`config.mk`:
```
export PLATFORM = sky130hd
export DESIGN_NAME = hazard_ctrl
export DESIGN_NICKNAME = d
export VERILOG_FILES = /design/src/rtl/hazard_ctrl.sv
export SDC_FILE = /design/constraint.sdc
export NUM_CORES = 1
export LEC_CHECK = 0
export ABC_AREA = 1
export CAP_MARGIN = 20
export CORE_ASPECT_RATIO = 0.5
export CORE_MARGIN = 4
export CORE_UTILIZATION = 64
export DETAILED_ROUTE_END_ITERATION = 16
export DONT_BUFFER_PORTS = 1
export PLACE_DENSITY_LB_ADDON = 0.15
export SLEW_MARGIN = 40
export SYNTH_ARGS = -nofsm -noshare
export SYNTH_HDL_FRONTEND = slang
export SYNTH_SLANG_ARGS = --single-unit
```
`constraint.sdc`:
```
create_clock -name clk -period 1.7 [get_ports clk]
set_input_delay 0.17 -clock clk [delete_from_list [all_inputs] [get_ports clk]]
set_output_delay 0.17 -clock clk [all_outputs]
set_load 0.02 [all_outputs]
```
`src/rtl/hazard_ctrl.sv`:
```
// Pipeline stall/flush control for the hazards that forwarding cannot resolve:
// load-use, busy MDU, data-memory wait (with watchdog) and E-stage redirect.
module hazard_ctrl #(
    parameter int MDU_LAT     = 32,
    parameter int MEM_TIMEOUT = 255
) (
    input  logic        clk,
    input  logic        rst,
    input  logic [4:0]  D_srcA,
    input  logic [4:0]  D_srcB,
    input  logic        D_mduOp,
    input  logic [4:0]  E_dstM,
    input  logic        E_isLoad,
    input  logic        E_mduStart,
    input  logic        e_redirect,
    input  logic        M_memReq,
    input  logic        m_memReady,
    output logic        F_stall,
    output logic        D_stall,
    output logic        D_bubble,
    output logic        E_bubble,
    output logic        M_stall,
    output logic        W_bubble,
    output logic        mdu_busy,
    output logic        mem_err,
    output logic [31:0] stall_cnt
);
    localparam logic [4:0] RNONE = 5'd0;
    localparam int MW = (MDU_LAT > 2) ? $clog2(MDU_LAT) : 1;
    localparam int WW = (MEM_TIMEOUT > 1) ? $clog2(MEM_TIMEOUT + 1) : 1;

    typedef enum logic [1:0] {RUN, MEM_WAIT, ERR} memState_t;

    memState_t     memState;
    logic [MW-1:0] mduCnt;
    logic [WW-1:0] waitCnt;

    logic loadUse;
    logic mduHz;
    logic memWait;
    logic freeze;
    logic fStall;

    assign loadUse = E_isLoad && (E_dstM != RNONE) && ((E_dstM == D_srcA) || (E_dstM == D_srcB));
    assign mduHz   = D_mduOp && ((mduCnt != '0) || E_mduStart);
    assign memWait = M_memReq && !m_memReady && (memState != ERR);
    assign freeze  = memWait || (memState == ERR);

    assign fStall  = freeze || (!e_redirect && (loadUse || mduHz));

    // Controls are forced low while rst is held so the pipeline is quiet immediately.
    always_comb begin
        F_stall  = 1'b0;
        D_stall  = 1'b0;
        D_bubble = 1'b0;
        E_bubble = 1'b0;
        M_stall  = 1'b0;
        W_bubble = 1'b0;
        if (!rst) begin
            if (freeze) begin
                F_stall  = 1'b1;
                D_stall  = 1'b1;
                M_stall  = 1'b1;
                W_bubble = 1'b1;
            end else if (e_redirect) begin
                D_bubble = 1'b1;
                E_bubble = 1'b1;
            end else if (loadUse || mduHz) begin
                F_stall  = 1'b1;
                D_stall  = 1'b1;
                E_bubble = 1'b1;
            end
        end
    end

    assign mdu_busy = (mduCnt != '0);

    always_ff @(posedge clk or posedge rst) begin
        if (rst) begin
            memState  <= RUN;
            mduCnt    <= '0;
            waitCnt   <= '0;
            mem_err   <= 1'b0;
            stall_cnt <= '0;
        end else begin
            if (fStall) begin
                stall_cnt <= stall_cnt + 32'd1;
            end

            // The E register is held during a freeze, so an MDU start there is not yet issued.
            if (!freeze) begin
                if (E_mduStart) begin
                    mduCnt <= MW'(MDU_LAT - 1);
                end else if (mduCnt != '0) begin
                    mduCnt <= mduCnt - 1'b1;
                end
            end

            // waitCnt counts completed consecutive wait cycles.
            case (memState)
                RUN: begin
                    if (memWait) begin
                        if (MEM_TIMEOUT == 1) begin
                            memState <= ERR;
                            mem_err  <= 1'b1;
                        end else begin
                            memState <= MEM_WAIT;
                            waitCnt  <= WW'(1);
                        end
                    end
                end
                MEM_WAIT: begin
                    if (!M_memReq || m_memReady) begin
                        memState <= RUN;
                        waitCnt  <= '0;
                    end else if (waitCnt == WW'(MEM_TIMEOUT - 1)) begin
                        memState <= ERR;
                        mem_err  <= 1'b1;
                    end else begin
                        waitCnt <= waitCnt + 1'b1;
                    end
                end
                ERR: begin
                    memState <= ERR;
                end
                default: begin
                    memState <= RUN;
                end
            endcase
        end
    end
endmodule

```
-- Yosys cells after proc, flatten, opt, wreduce, memory -nomap -nowiden
Cells that the tools add are included.
- bits in registers: 48
- output and inout port bits: 40
- $add $sub $neg: 3
- equal/unequal tests: 9
- muxes and demuxes: 22
- bitwise operators: 2
- reductions and logical operators: 24
- operators with widths (kind ; number):
    32-bit by 1-bit adder with 32-bit output, second input constant ; 1
    8-bit two-way mux ; 3
    8-bit one-hot mux with 2 select lines ; 1
    1-bit two-way mux ; 12
    5-bit == test ; 2
    5-bit two-way mux ; 2
    5-bit nonzero test ; 2
    8-bit by 1-bit adder with 8-bit output, second input constant ; 1
    8-bit == test, second input constant ; 1
    1-bit logical AND ; 6
    1-bit logical OR ; 6
    2-bit two-way mux ; 3
    3-bit != test, second input constant ; 2
    2-bit one-hot mux with 3 select lines ; 1
    3-bit AND reduction ; 2
    5-bit by 1-bit subtractor with 5-bit output, second input constant ; 1
    2-bit != test, second input constant ; 2
    2-bit AND reduction ; 2
    2-bit nonzero test ; 2
    1-bit logical NOT ; 3
    2-bit by 1-bit == test with 1-bit output, second input constant ; 1
    2-bit == test, second input constant ; 1
    2-bit logical NOT ; 1
    1-bit inverter ; 2

-- Depth between registers and ports, before layout
Gate-level depths: netlist of the first run.
- depth after elaboration: 8
- mapped depth: 13

-- Worst setup path after synthesis of the first run
OpenSTA, ideal clock, no wires.
- path kind: register to output
- start: register mduCnt[1]
- end: output F_stall
- arrival: 1705 ps
- slack: -175 ps
- stages on the path, launching flop included: 10
- cells stage by stage: dfrtp_1 inv_1 ha_1 nand4_1 nand2_1 nand2_2 nand2_4 buf_2 a21oi_1 buf_4
- cells in the longest elaborated chain, start to end: 8
- RTL lines (element ; line ; text):
    start: declaration ; 35 ; logic [MW-1:0] mduCnt;
    start signal: assignment ; 93 ; mduCnt <= MW'(MDU_LAT - 1);
    start signal: assignment ; 95 ; mduCnt <= mduCnt - 1'b1;
    5-bit nonzero test ; 45 ; assign mduHz = D_mduOp && ((mduCnt != '0) || E_mduStart);
    1-bit logical OR ; 45 ;
    1-bit logical AND ; 45 ;
    1-bit logical OR ; 68 ; end else if (loadUse || mduHz) begin
    1-bit two-way mux (4 in series) ; -- ;
    end: declaration ; 18 ; output logic F_stall,
No other way between the ends.

-- Worst setup path after layout of the first run
Same ends and word-level chain as after synthesis.

==> parameters.txt, run 1 <==
Parameter                              Value

Floorplanning
  Core Area ... 5020 um2
  Die extent in x ... 111 um
  Number of placed I/O pins ... 63
  Starting utilization of the core area ... 0.675
  Num rows ... 18
  Height of the die ... 59.5 um
  Area of the die ... 6600 um2

Layout
  Final cell count without fillers ... 591
  FILL cells ... 307
  Synth-to-layout area growth ... 24.5%
  Final Core Density ... 0.840
  Nets ... 548
  Diodes inserted ... 0
  Share of layout cells above drive strength 1 ... 0.280

Logic synthesis
  Most used standard cell by instance count after synthesis ... sky130_fd_sc_hd__nand2_1
  Yosys warning count ... 0
  Register bit count reported by yosys ... 48
  Share of synthesized area spent on multiplexers ... 0
  Post-Syn Instances ... 461
  Post-synthesis share of cell area spent on and, or, nand and nor gates ... 0.411
  Synthesized-area fraction occupied by adder cells ... 0.0185
  Net count after synthesis ... 489
  Number of enable-type register cells in the synthesized netlist ... 0
  Compound-cell area share of the yosys netlist ... 0.0369
  Largest family of logic cells by synthesized area ... simple AND/OR/NAND/NOR gates
  Cell area after technology mapping ... 3390 um2
  Number of distinct library cells after synthesis ... 38
  Post-synth top area share ... 0.354
  Synth Area in XOR/XNOR ... 0.0904
  Primary flip-flop cell chosen by synthesis mapping ... sky130_fd_sc_hd__dfrtp_1
  Mean Syn Cell Area ... 7.35 um2
  Commonest cells post-synth ... sky130_fd_sc_hd__nand2_1 (136), sky130_fd_sc_hd__nand3_1 (50), sky130_fd_sc_hd__dfrtp_1 (48), sky130_fd_sc_hd__inv_1 (46), sky130_fd_sc_hd__nor2_1 (31)
  Proportion of synthesized flip-flops having asynchronous set or reset ... 1.00
  Synth top area cells ... sky130_fd_sc_hd__dfrtp_1 (35%), sky130_fd_sc_hd__nand2_1 (15%), sky130_fd_sc_hd__nand3_1 (7.4%)
  Post-synthesis cell type with the largest combined area ... sky130_fd_sc_hd__dfrtp_1
  Sequential cell area fraction in the yosys report ... 0.354

Global route
  Overflow after GRT ... 0
  Antenna violations before repair ... 0
  Via count of the first global-routing pass ... 3293
  Global-route usage over all layers ... 0.280
  Maximum number of pins on one net before global-route repair ... 33
  Wire length of the first global-routing pass ... 15.0 mm

Route
  Total wirelength of the detailed-routed design ... 9.60 mm
  DRT iter0 DRCs ... 237
  Via count ... 3387
  DRC violations left ... 0
  Drt pass-1 iters ... 5
  Count of antenna-violating nets left after detailed routing ... 0
  Via density per instance ... 5.73
  Met2 routed WL ... 4.64 mm
  Per-cell routed wire length ... 16.2 um
  Met3 wire length ... 939 um
  Top sig layer ... met4
  Wire length on met1 ... 3.78 mm

Run
  Max Cap Viol ... 0

Clock network
  Clock Tree Buf Depth ... 2
  Number of buffers inserted during clock tree synthesis ... 5
  Source-to-sink clock delay at the later pin of the worst-skew pair ... 300 ps
  Clock-pin slew reported for the worst setup and hold paths after clock tree synthesis ... 90 ps
  TritonCTS clock tree ... done
  Maximum level of the CTS H-tree ... 2
  Root Buffer ... sky130_fd_sc_hd__clkbuf_8
  CTS sink cnt ... 48

Timing
  Unrepaired setup endpoints after global routing ... yes
  Ratio of final minimum period to clock period ... 1.04
  Achievable clock frequency ... 564 MHz
  Shortest period the worst path allows ... 1770 ps
  Post-route setup slack ... -73.6 ps
  Setup_tns ... -162 ps
  Worst clock skew on the final layout ... 3.52 ps
  Number of failing hold endpoints at the final stage ... 0
  Max_slew headroom ... 0.665
  Tightest Pin Transition ... 502 ps
  Final hold slack ... 44.9 ps
  Number of max-slew violations in the final report ... 0
  Final setup vio count ... 3

Worst hold path
  Worst Min Path Start ... E_mduStart
  Worst min-delay path endpoint ... mduCnt[1]$_DFFE_PP0P_
  Path category of the worst min-delay check ... input pin to flop
  Hold Path Cell Cnt ... 2

Setup path
  Kind of capture point of the worst setup path ... output port
  Register-to-register setup slack ... 10 ps
  Category of the most critical setup path ... flop to output port
  Cell depth of the worst flop-to-flop path ... 10
  Max Fanout on Critical Path ... 3
  R2r endpoint ... stall_cnt[0]$_DFFE_PP0P_
  Element type at the critical path start ... flop
  CP Data Required Time ... 1530 ps
  Reg-to-reg startpoint ... mduCnt[1]$_DFFE_PP0P_
  Critical Path AT ... 1600 ps

Pwr
  IR Drop Worst-Case VDD ... 0.654 mV
  P per Cell Area ... 714 nW/um2
  LEAKAGE ... 2.17 nW
  Total power of the final layout ... 3.02 mW

Status
  Failing checks ... negative setup slack
  Result of the run ... finished, violations left

Placement
  Placed wire-length estimate after detailed placement ... 6.07 mm
  Placed cell count ... 560
  Final Wtd Congestion ... 0.872
  Number of buffers inserted by port buffering ... 0
[power by group]
| group | internal, mW | switching, mW | total (mW) |
|---|---|---|---|
| combinational | 0.336 | 0.438 | 0.774 |
| clock | 0.519 | 0.395 | 0.914 |
| sequential | 1.21 | 0.113 | 1.33 |
[through the flow]
| stage | setup slack (ps) | cell area (um2) |
|---|---|---|
| 5_1_grt | -146 | 4220 |
| 4_1_cts | -28.5 | 3990 |
| 2_1_floorplan | 42.9 | 3400 |
| 6_report | -73.6 | 4220 |
| 3_3_place_gp | 49.1 | 3750 |
| 3_5_place_dp | -12.2 | 3750 |
[layout make-up]
type	instances	area (um2)	area share
inverters	56	218	0.0516
clock buffers	7	96.3	0.0228
flip-flops and latches	48	1200	0.285
well taps	70	87.6	0.0208
repair buffers	62	541	0.128
multi-input cells	347	2050	0.485
clock inverters	1	30.0	0.00712
[cells by family after synthesis]
kind of cell / after synthesis
AOI/OAI and AO/OA: 20
xor gates and xnor gates: 35
adders and majority gates: 5
buffers and inverters: 68
DFF: 48
and+or+nand+nor: 285
[critical path, stage by stage (launching register included)]
cell                      delay [ps]
sky130_fd_sc_hd__dfrtp_1         370
sky130_fd_sc_hd__inv_2            60
sky130_fd_sc_hd__ha_4            170
sky130_fd_sc_hd__nand4_1         130
sky130_fd_sc_hd__nand2_1          90
sky130_fd_sc_hd__nand2_2         100
sky130_fd_sc_hd__nand2_4          80
sky130_fd_sc_hd__a21oi_4         150
sky130_fd_sc_hd__buf_12          140
[cell usage in the layout (no fill, tap or decap), types with 3 or more instances in the layout]
cell and count:
sky130_fd_sc_hd__nor3_2 7, sky130_fd_sc_hd__buf_12 3, sky130_fd_sc_hd__nand2_1 135, sky130_fd_sc_hd__xnor2_1 12, sky130_fd_sc_hd__nor2_4 7, sky130_fd_sc_hd__o21ai_0 5
sky130_fd_sc_hd__nand2_4 6, sky130_fd_sc_hd__inv_4 3, sky130_fd_sc_hd__nand2_2 18, sky130_fd_sc_hd__inv_1 41, sky130_fd_sc_hd__dfrtp_1 48, sky130_fd_sc_hd__nand4_1 7
sky130_fd_sc_hd__xor2_1 23, sky130_fd_sc_hd__nor2_2 6, sky130_fd_sc_hd__clkbuf_8 7, sky130_fd_sc_hd__inv_2 12, sky130_fd_sc_hd__nor2_1 26, sky130_fd_sc_hd__o21ai_1 7
sky130_fd_sc_hd__buf_4 56, sky130_fd_sc_hd__ha_1 3, sky130_fd_sc_hd__nor3_1 9, sky130_fd_sc_hd__nand3_1 49
[how the worst max path moves through the flow]
stage / cells past startpoint / slack [ps] / start / to
6_report: 8 / -70 / mduCnt[1]$_DFFE_PP0P_ / F_stall
2_1_floorplan: 9 / 40 / stall_cnt[0]$_DFFE_PP0P_ / stall_cnt[30]$_DFFE_PP0P_
4_1_cts: 8 / -30 / mduCnt[1]$_DFFE_PP0P_ / F_stall
3_5_place_dp: 9 / -10 / mduCnt[0]$_DFFE_PP0P_ / stall_cnt[5]$_DFFE_PP0P_
5_1_grt: 8 / -150 / mduCnt[1]$_DFFE_PP0P_ / F_stall
3_3_place_gp: 8 / 50 / stall_cnt[2]$_DFFE_PP0P_ / stall_cnt[31]$_DFFE_PP0P_
[state kept, by name (all words and copies together) (netlist names)]
signal	cells
stall_cnt	32
waitCnt	8
mduCnt	5
memState	2
mem_err	1
[timing repair]
| action | 4_1_cts | 5_1_grt |
|---|---|---|
| buffers inserted | 11 | 8 |
| hold buffers | 1 | 0 |
| endpoints found under the hold margin | 20 | 0 |
| resized for setup | 7 | 24 |
| pin swaps | 5 | 8 |
| setup endpoints to repair | 18 | 41 |
| cloned | 0 | 4 |
[routing by layer]
layer,vias to the layer above,global-route usage
met5,-,0
met4,0,0.0877
met3,26,0.0612
met2,183,0.510
met1,1605,0.342
li1,1573,-
Power figures use the tool's default switching activity.
==> run 2, diff against run 1 <==
- TNS_END_PERCENT: default -> 1
==> parameters.txt, run 2 (synthesis gave the netlist of run 1 again) <==
Parameter                              Value

Global route
  Overflow after GRT ... 0
  Via count of the first global-routing pass ... 3304
  Global-route usage over all layers ... 0.280
  Antenna violations before repair ... 0
  Wire length of the first global-routing pass ... 15.0 mm
  Maximum number of pins on one net before global-route repair ... 33

Placement
  Placed cell count ... 560
  Placed wire-length estimate after detailed placement ... 6.07 mm
  Number of buffers inserted by port buffering ... 0
  Final Wtd Congestion ... 0.872
  Area after detailed placement ... 3750 um2

Layout
  Most common library cell in the layout ignoring fill and taps ... sky130_fd_sc_hd__nand2_1
  Top library cells by usage in the layout, fill and taps aside ... sky130_fd_sc_hd__nand2_1 (136), sky130_fd_sc_hd__nand3_1 (50), sky130_fd_sc_hd__dfrtp_1 (48), sky130_fd_sc_hd__buf_4 (48), sky130_fd_sc_hd__inv_1 (42)
  Synth-to-layout area growth ... 18.9%
  Final cell count without fillers ... 579
  Largest registers ... stall_cnt (32), waitCnt (8), mduCnt (5)
  Nets ... 536
  Flip-flop count of the largest register, all copies and words added ... 32
  Register with the highest flop count ... stall_cnt
  Final standard cell area without fillers ... 4030 um2
  Final Core Density ... 0.802
  Share of layout cells above drive strength 1 ... 0.251
  Diodes inserted ... 0

Route
  DRC violations left ... 0
  Per-cell routed wire length ... 14.9 um
  Via count ... 3231
  DRT iter0 DRCs ... 194
  Drt pass-1 iters ... 5
  Total wirelength of the detailed-routed design ... 8.63 mm
  Count of antenna-violating nets left after detailed routing ... 0
  Via density per instance ... 5.58

Floorplanning
  Area of the die ... 6600 um2
  Number of placed I/O pins ... 63
  Core Area ... 5020 um2
  Height of the die ... 59.5 um
  Die extent in x ... 111 um
  Num rows ... 18
  Starting utilization of the core area ... 0.675

Setup path
  CP Data Required Time ... 1530 ps
  Kind of capture point of the worst setup path ... output port
  Category of the most critical setup path ... flop to output port
  Slowest cell on crit path ... sky130_fd_sc_hd__dfrtp_1
  Buf/Inv on CP ... 2
  Critical Path AT ... 1590 ps
  Worst path top cell family by delay ... simple AND/OR/NAND/NOR gates
  Crit path cell chain ... inv_2, ha_4, nand4_1, nand2_1, nand2_2, nand2_4, a21oi_4, buf_12
  Maximum single-stage delay on the critical path ... 380 ps
  Element type at the critical path start ... flop
  Max Fanout on Critical Path ... 3

Clock network
  CTS sink cnt ... 48
  Clock-pin slew reported for the worst setup and hold paths after clock tree synthesis ... 90 ps
  Clock Tree Buf Depth ... 2
  Source-to-sink clock delay at the later pin of the worst-skew pair ... 300 ps
  TritonCTS clock tree ... done
  Number of buffers inserted during clock tree synthesis ... 5
  Root Buffer ... sky130_fd_sc_hd__clkbuf_8
  Maximum level of the CTS H-tree ... 2

Timing
  Unrepaired setup endpoints after global routing ... yes
  Worst clock skew on the final layout ... 5.46 ps
  Final setup vio count ... 3
  Number of max-slew violations in the final report ... 0
  Achievable clock frequency ... 569 MHz
  Shortest period the worst path allows ... 1760 ps
  Final hold slack ... 48.2 ps
  Max_slew headroom ... 0.677
  Ratio of final minimum period to clock period ... 1.03
  Tightest Pin Transition ... 484 ps
  Number of failing hold endpoints at the final stage ... 0
  Post-route setup slack ... -58.6 ps

Pwr
  Total power of the final layout ... 2.94 mW
  LEAKAGE ... 2.09 nW
  IR Drop Worst-Case VDD ... 0.637 mV
  P per Cell Area ... 729 nW/um2

Run
  Max Cap Viol ... 0

Status
  Failing checks ... negative setup slack
  Result of the run ... finished, violations left

Worst hold path
  Path category of the worst min-delay check ... input pin to flop
-- run 2: routing by layer --
metal / track usage / part of all wire
met4: 0.0947 / 0.026
met3: 0.0622 / 0.083
met2: 0.509 / 0.48
met5: 0 / 0
met1: 0.339 / 0.41
-- run 2: path summary, 6_finish.rpt --
check / start / to / slack [ps] / cells past startpoint
worst max-delay path: mduCnt[1]$_DFFE_PP0P_ / F_stall / -60 / 8
worst min-delay path: E_mduStart / mduCnt[4]$_DFFE_PP0P_ / 50 / 2
worst max register to register: mduCnt[1]$_DFFE_PP0P_ / mduCnt[4]$_DFFE_PP0P_ / -10 / 11
worst min register to register: memState[0]$_DFFE_PP0P_ / memState[0]$_DFFE_PP0P_ / 450 / 1
max in group asynchronous: rst / stall_cnt[25]$_DFFE_PP0P_ / 830 / 3
min in group asynchronous: rst / memState[1]$_DFFE_PP0P_ / 340 / 2
-- run 2: power by group --
group,total [mW],switching (mW),internal (mW),leakage (nW)
clock network,0.917,0.397,0.520,0.0645
logic,0.702,0.408,0.294,1.39
registers,1.32,0.106,1.21,0.633
total,2.94,0.911,2.03,2.09
-- run 2: layout make-up --
cell class / count / area (um2)
clock buffers: 7 / 96.3
multi-input cells: 345 / 1970
well taps: 70 / 87.6
fillers: 346 / 993
clock inverters: 1 / 30.0
inverters: 56 / 218
flip-flops and latches: 48 / 1200
repair buffers: 52 / 430
-- run 2: what timing repair did --
item / in CTS / in global routing
hold buffers: 1 / 0
resized for setup: 7 / 11
hold endpoints to repair: 20 / 0
setup endpoints to repair: 18 / 41
setup buffers: 10 / 0
pin swaps: 5 / 2
-- run 2: metrics by stage --
step                setup TNS, ps  setup WS, ps
floorplan                       0          42.9
global placement                0          49.1
detailed placement          -26.1         -12.2
CTS                         -61.3         -30.7
global route                -1800          -142
finish                       -124         -58.6
==> run 3, diff against run 2 <==
- CORE_MARGIN: 4 -> default
- clock period: 1.7 -> 1.87 ns (I/O delays scaled with it)
==> parameters.txt, run 3 (synthesis gave the netlist of run 1 again) <==
Parameter                              Value

Setup path
  Critical Path AT ... 1610 ps
  Kind of capture point of the worst setup path ... output port
  Cell depth of the worst flop-to-flop path ... 8
  Element type at the critical path start ... flop
  Reg-to-reg startpoint ... stall_cnt[20]$_DFFE_PP0P_
  CP Data Required Time ... 1680 ps
  R2r endpoint ... stall_cnt[29]$_DFFE_PP0P_
  Register-to-register setup slack ... 180 ps
  Max Fanout on Critical Path ... 4
  Category of the most critical setup path ... flop to output port

Layout
  Area occupied by multi-input gates ... 1910 um2
  Nets ... 511
  Share of layout cells above drive strength 1 ... 0.200
  Sequential standard cell area ... 1200 um2
  FILL cells ... 386
  Register with the highest flop count ... stall_cnt
  Flip-flop count of the largest register, all copies and words added ... 32
  Largest registers ... stall_cnt (32), waitCnt (8), mduCnt (5)
  Final Core Density ... 0.745
  Synth-to-layout area growth ... 9.86%
  Most common library cell in the layout ignoring fill and taps ... sky130_fd_sc_hd__nand2_1
  Diodes inserted ... 0
  Top library cells by usage in the layout, fill and taps aside ... sky130_fd_sc_hd__nand2_1 (136), sky130_fd_sc_hd__nand3_1 (50), sky130_fd_sc_hd__dfrtp_1 (48), sky130_fd_sc_hd__inv_1 (43), sky130_fd_sc_hd__nor2_1 (30)

Clock network
  Clock Tree Buf Depth ... 2
  Number of buffers inserted during clock tree synthesis ... 5
  Source-to-sink clock delay at the later pin of the worst-skew pair ... 310 ps
  TritonCTS clock tree ... done
  Maximum level of the CTS H-tree ... 2
  Root Buffer ... sky130_fd_sc_hd__clkbuf_8
  CTS sink cnt ... 48
  Clock-pin slew reported for the worst setup and hold paths after clock tree synthesis ... 80 ps

Worst hold path
  Path category of the worst min-delay check ... input pin to flop
  Worst min-delay path endpoint ... mduCnt[0]$_DFFE_PP0P_
  Worst Min Path Start ... E_mduStart
  Hold Path Cell Cnt ... 2

Timing
  Post-route setup slack ... 75.6 ps
  Max_slew headroom ... 0.702
  Final hold slack ... 38.8 ps
  Tightest Pin Transition ... 447 ps
  Ratio of final minimum period to clock period ... 0.960
  Number of max-slew violations in the final report ... 0
  Number of failing hold endpoints at the final stage ... 0
  Setup_tns ... 0 ps
  Achievable clock frequency ... 557 MHz
  Final setup vio count ... 0
  Worst clock skew on the final layout ... 11.8 ps
  Shortest period the worst path allows ... 1790 ps
  Unrepaired setup endpoints after global routing ... no

Global route
  Global-route usage over all layers ... 0.283
  Overflow after GRT ... 0
  Antenna violations before repair ... 0
  Via count of the first global-routing pass ... 2747
  Maximum number of pins on one net before global-route repair ... 33
  Wire length of the first global-routing pass ... 12.3 mm

Floorplanning
  Core Area ... 5000 um2
  Height of the die ... 53.5 um
  Area of the die ... 5610 um2
  Number of placed I/O pins ... 63
  Die extent in x ... 105 um
  Num rows ... 18
  Starting utilization of the core area ... 0.678

Placement
  Pre-CTS setup slack ... 188 ps
  Number of buffers inserted by port buffering ... 0
  Placed wire-length estimate after detailed placement ... 5.59 mm
  Final Wtd Congestion ... 0.886

Pwr
  IR Drop Worst-Case VDD ... 0.430 mV
  P per Cell Area ... 633 nW/um2
  LEAKAGE ... 1.90 nW

Route
  Per-cell routed wire length ... 13.5 um
  Count of antenna-violating nets left after detailed routing ... 0
  DRC violations left ... 0
  Drt pass-1 iters ... 5
  DRT iter0 DRCs ... 194
  Via count ... 3036
  Via density per instance ... 5.48
  Total wirelength of the detailed-routed design ... 7.48 mm

Run
  Max Cap Viol ... 0

Status
  Result of the run ... completed
-- run 3: changes by cell type in the layout (fill, tap and decap cells not counted), moves of 2 or more --
cell                       previous run  this run
sky130_fd_sc_hd__nor2_1              28        30
sky130_fd_sc_hd__buf_4               48        24
sky130_fd_sc_hd__buf_12               3         1
sky130_fd_sc_hd__clkinv_2             0         2
-- run 3: how the worst max path moves through the flow --
stage	startpoint	endpoint	slack, ps	cells past startpoint
finish	mduCnt[1]$_DFFE_PP0P_	F_stall	80	8
global placement	stall_cnt[20]$_DFFE_PP0P_	stall_cnt[29]$_DFFE_PP0P_	230	8
CTS	mduCnt[0]$_DFFE_PP0P_	F_stall	4	8
floorplan	mduCnt[1]$_DFFE_PP0P_	F_stall	120	9
global route	mduCnt[1]$_DFFE_PP0P_	F_stall	3	8
detailed placement	mduCnt[0]$_DFFE_PP0P_	stall_cnt[31]$_DFFE_PP0P_	190	9
-- run 3: area by class of cell --
class                   instances  share of cell area
flip-flops and latches         48               0.323
clock inverters                 2             0.00269
clock buffers                   6              0.0222
repair buffers                 27              0.0595
multi-input cells             345               0.512
well taps                      70              0.0235
inverters                      56              0.0578
-- run 3: power by group --
part | switching [mW] | leakage [nW] | internal [mW] | total (mW)
sequential | 0.0984 | 0.633 | 1.10 | 1.20
combinational | 0.319 | 1.22 | 0.186 | 0.505
clock | 0.355 | 0.0510 | 0.296 | 0.651
-- run 3: layer usage --
metal | part of all wire | up-vias | GRT usage
met5 | 0 | - | 0
met4 | 0.013 | 0 | 0.0728
met3 | 0.080 | 14 | 0.0677
met2 | 0.48 | 113 | 0.529
met1 | 0.43 | 1414 | 0.337
li1 | - | 1495 | -
-- run 3: repair_timing --
action,CTS,global route
setup buffers,0,1
hold endpoints to repair,19,0
gates resized for setup,0,6
hold buffers,1,0
setup endpoints to repair,0,3
-- run 3: critical path, stage by stage, from the launching register on --
cell                      delay [ps]
sky130_fd_sc_hd__dfrtp_1         380
sky130_fd_sc_hd__inv_2            70
sky130_fd_sc_hd__ha_4            150
sky130_fd_sc_hd__nand4_1         130
sky130_fd_sc_hd__nand2_1          90
sky130_fd_sc_hd__nand2_2          90
sky130_fd_sc_hd__nand2_4          80
sky130_fd_sc_hd__a21oi_2         160
sky130_fd_sc_hd__buf_6           160
-- run 3: through the flow --
stage	instance area, um2	cells	power, mW
2_1_floorplan	3390	461	1.58
3_3_place_gp	3590	544	1.69
3_5_place_dp	3590	544	1.72
4_1_cts	3700	553	2.37
5_1_grt	3720	554	2.48
6_report	3720	554	2.36
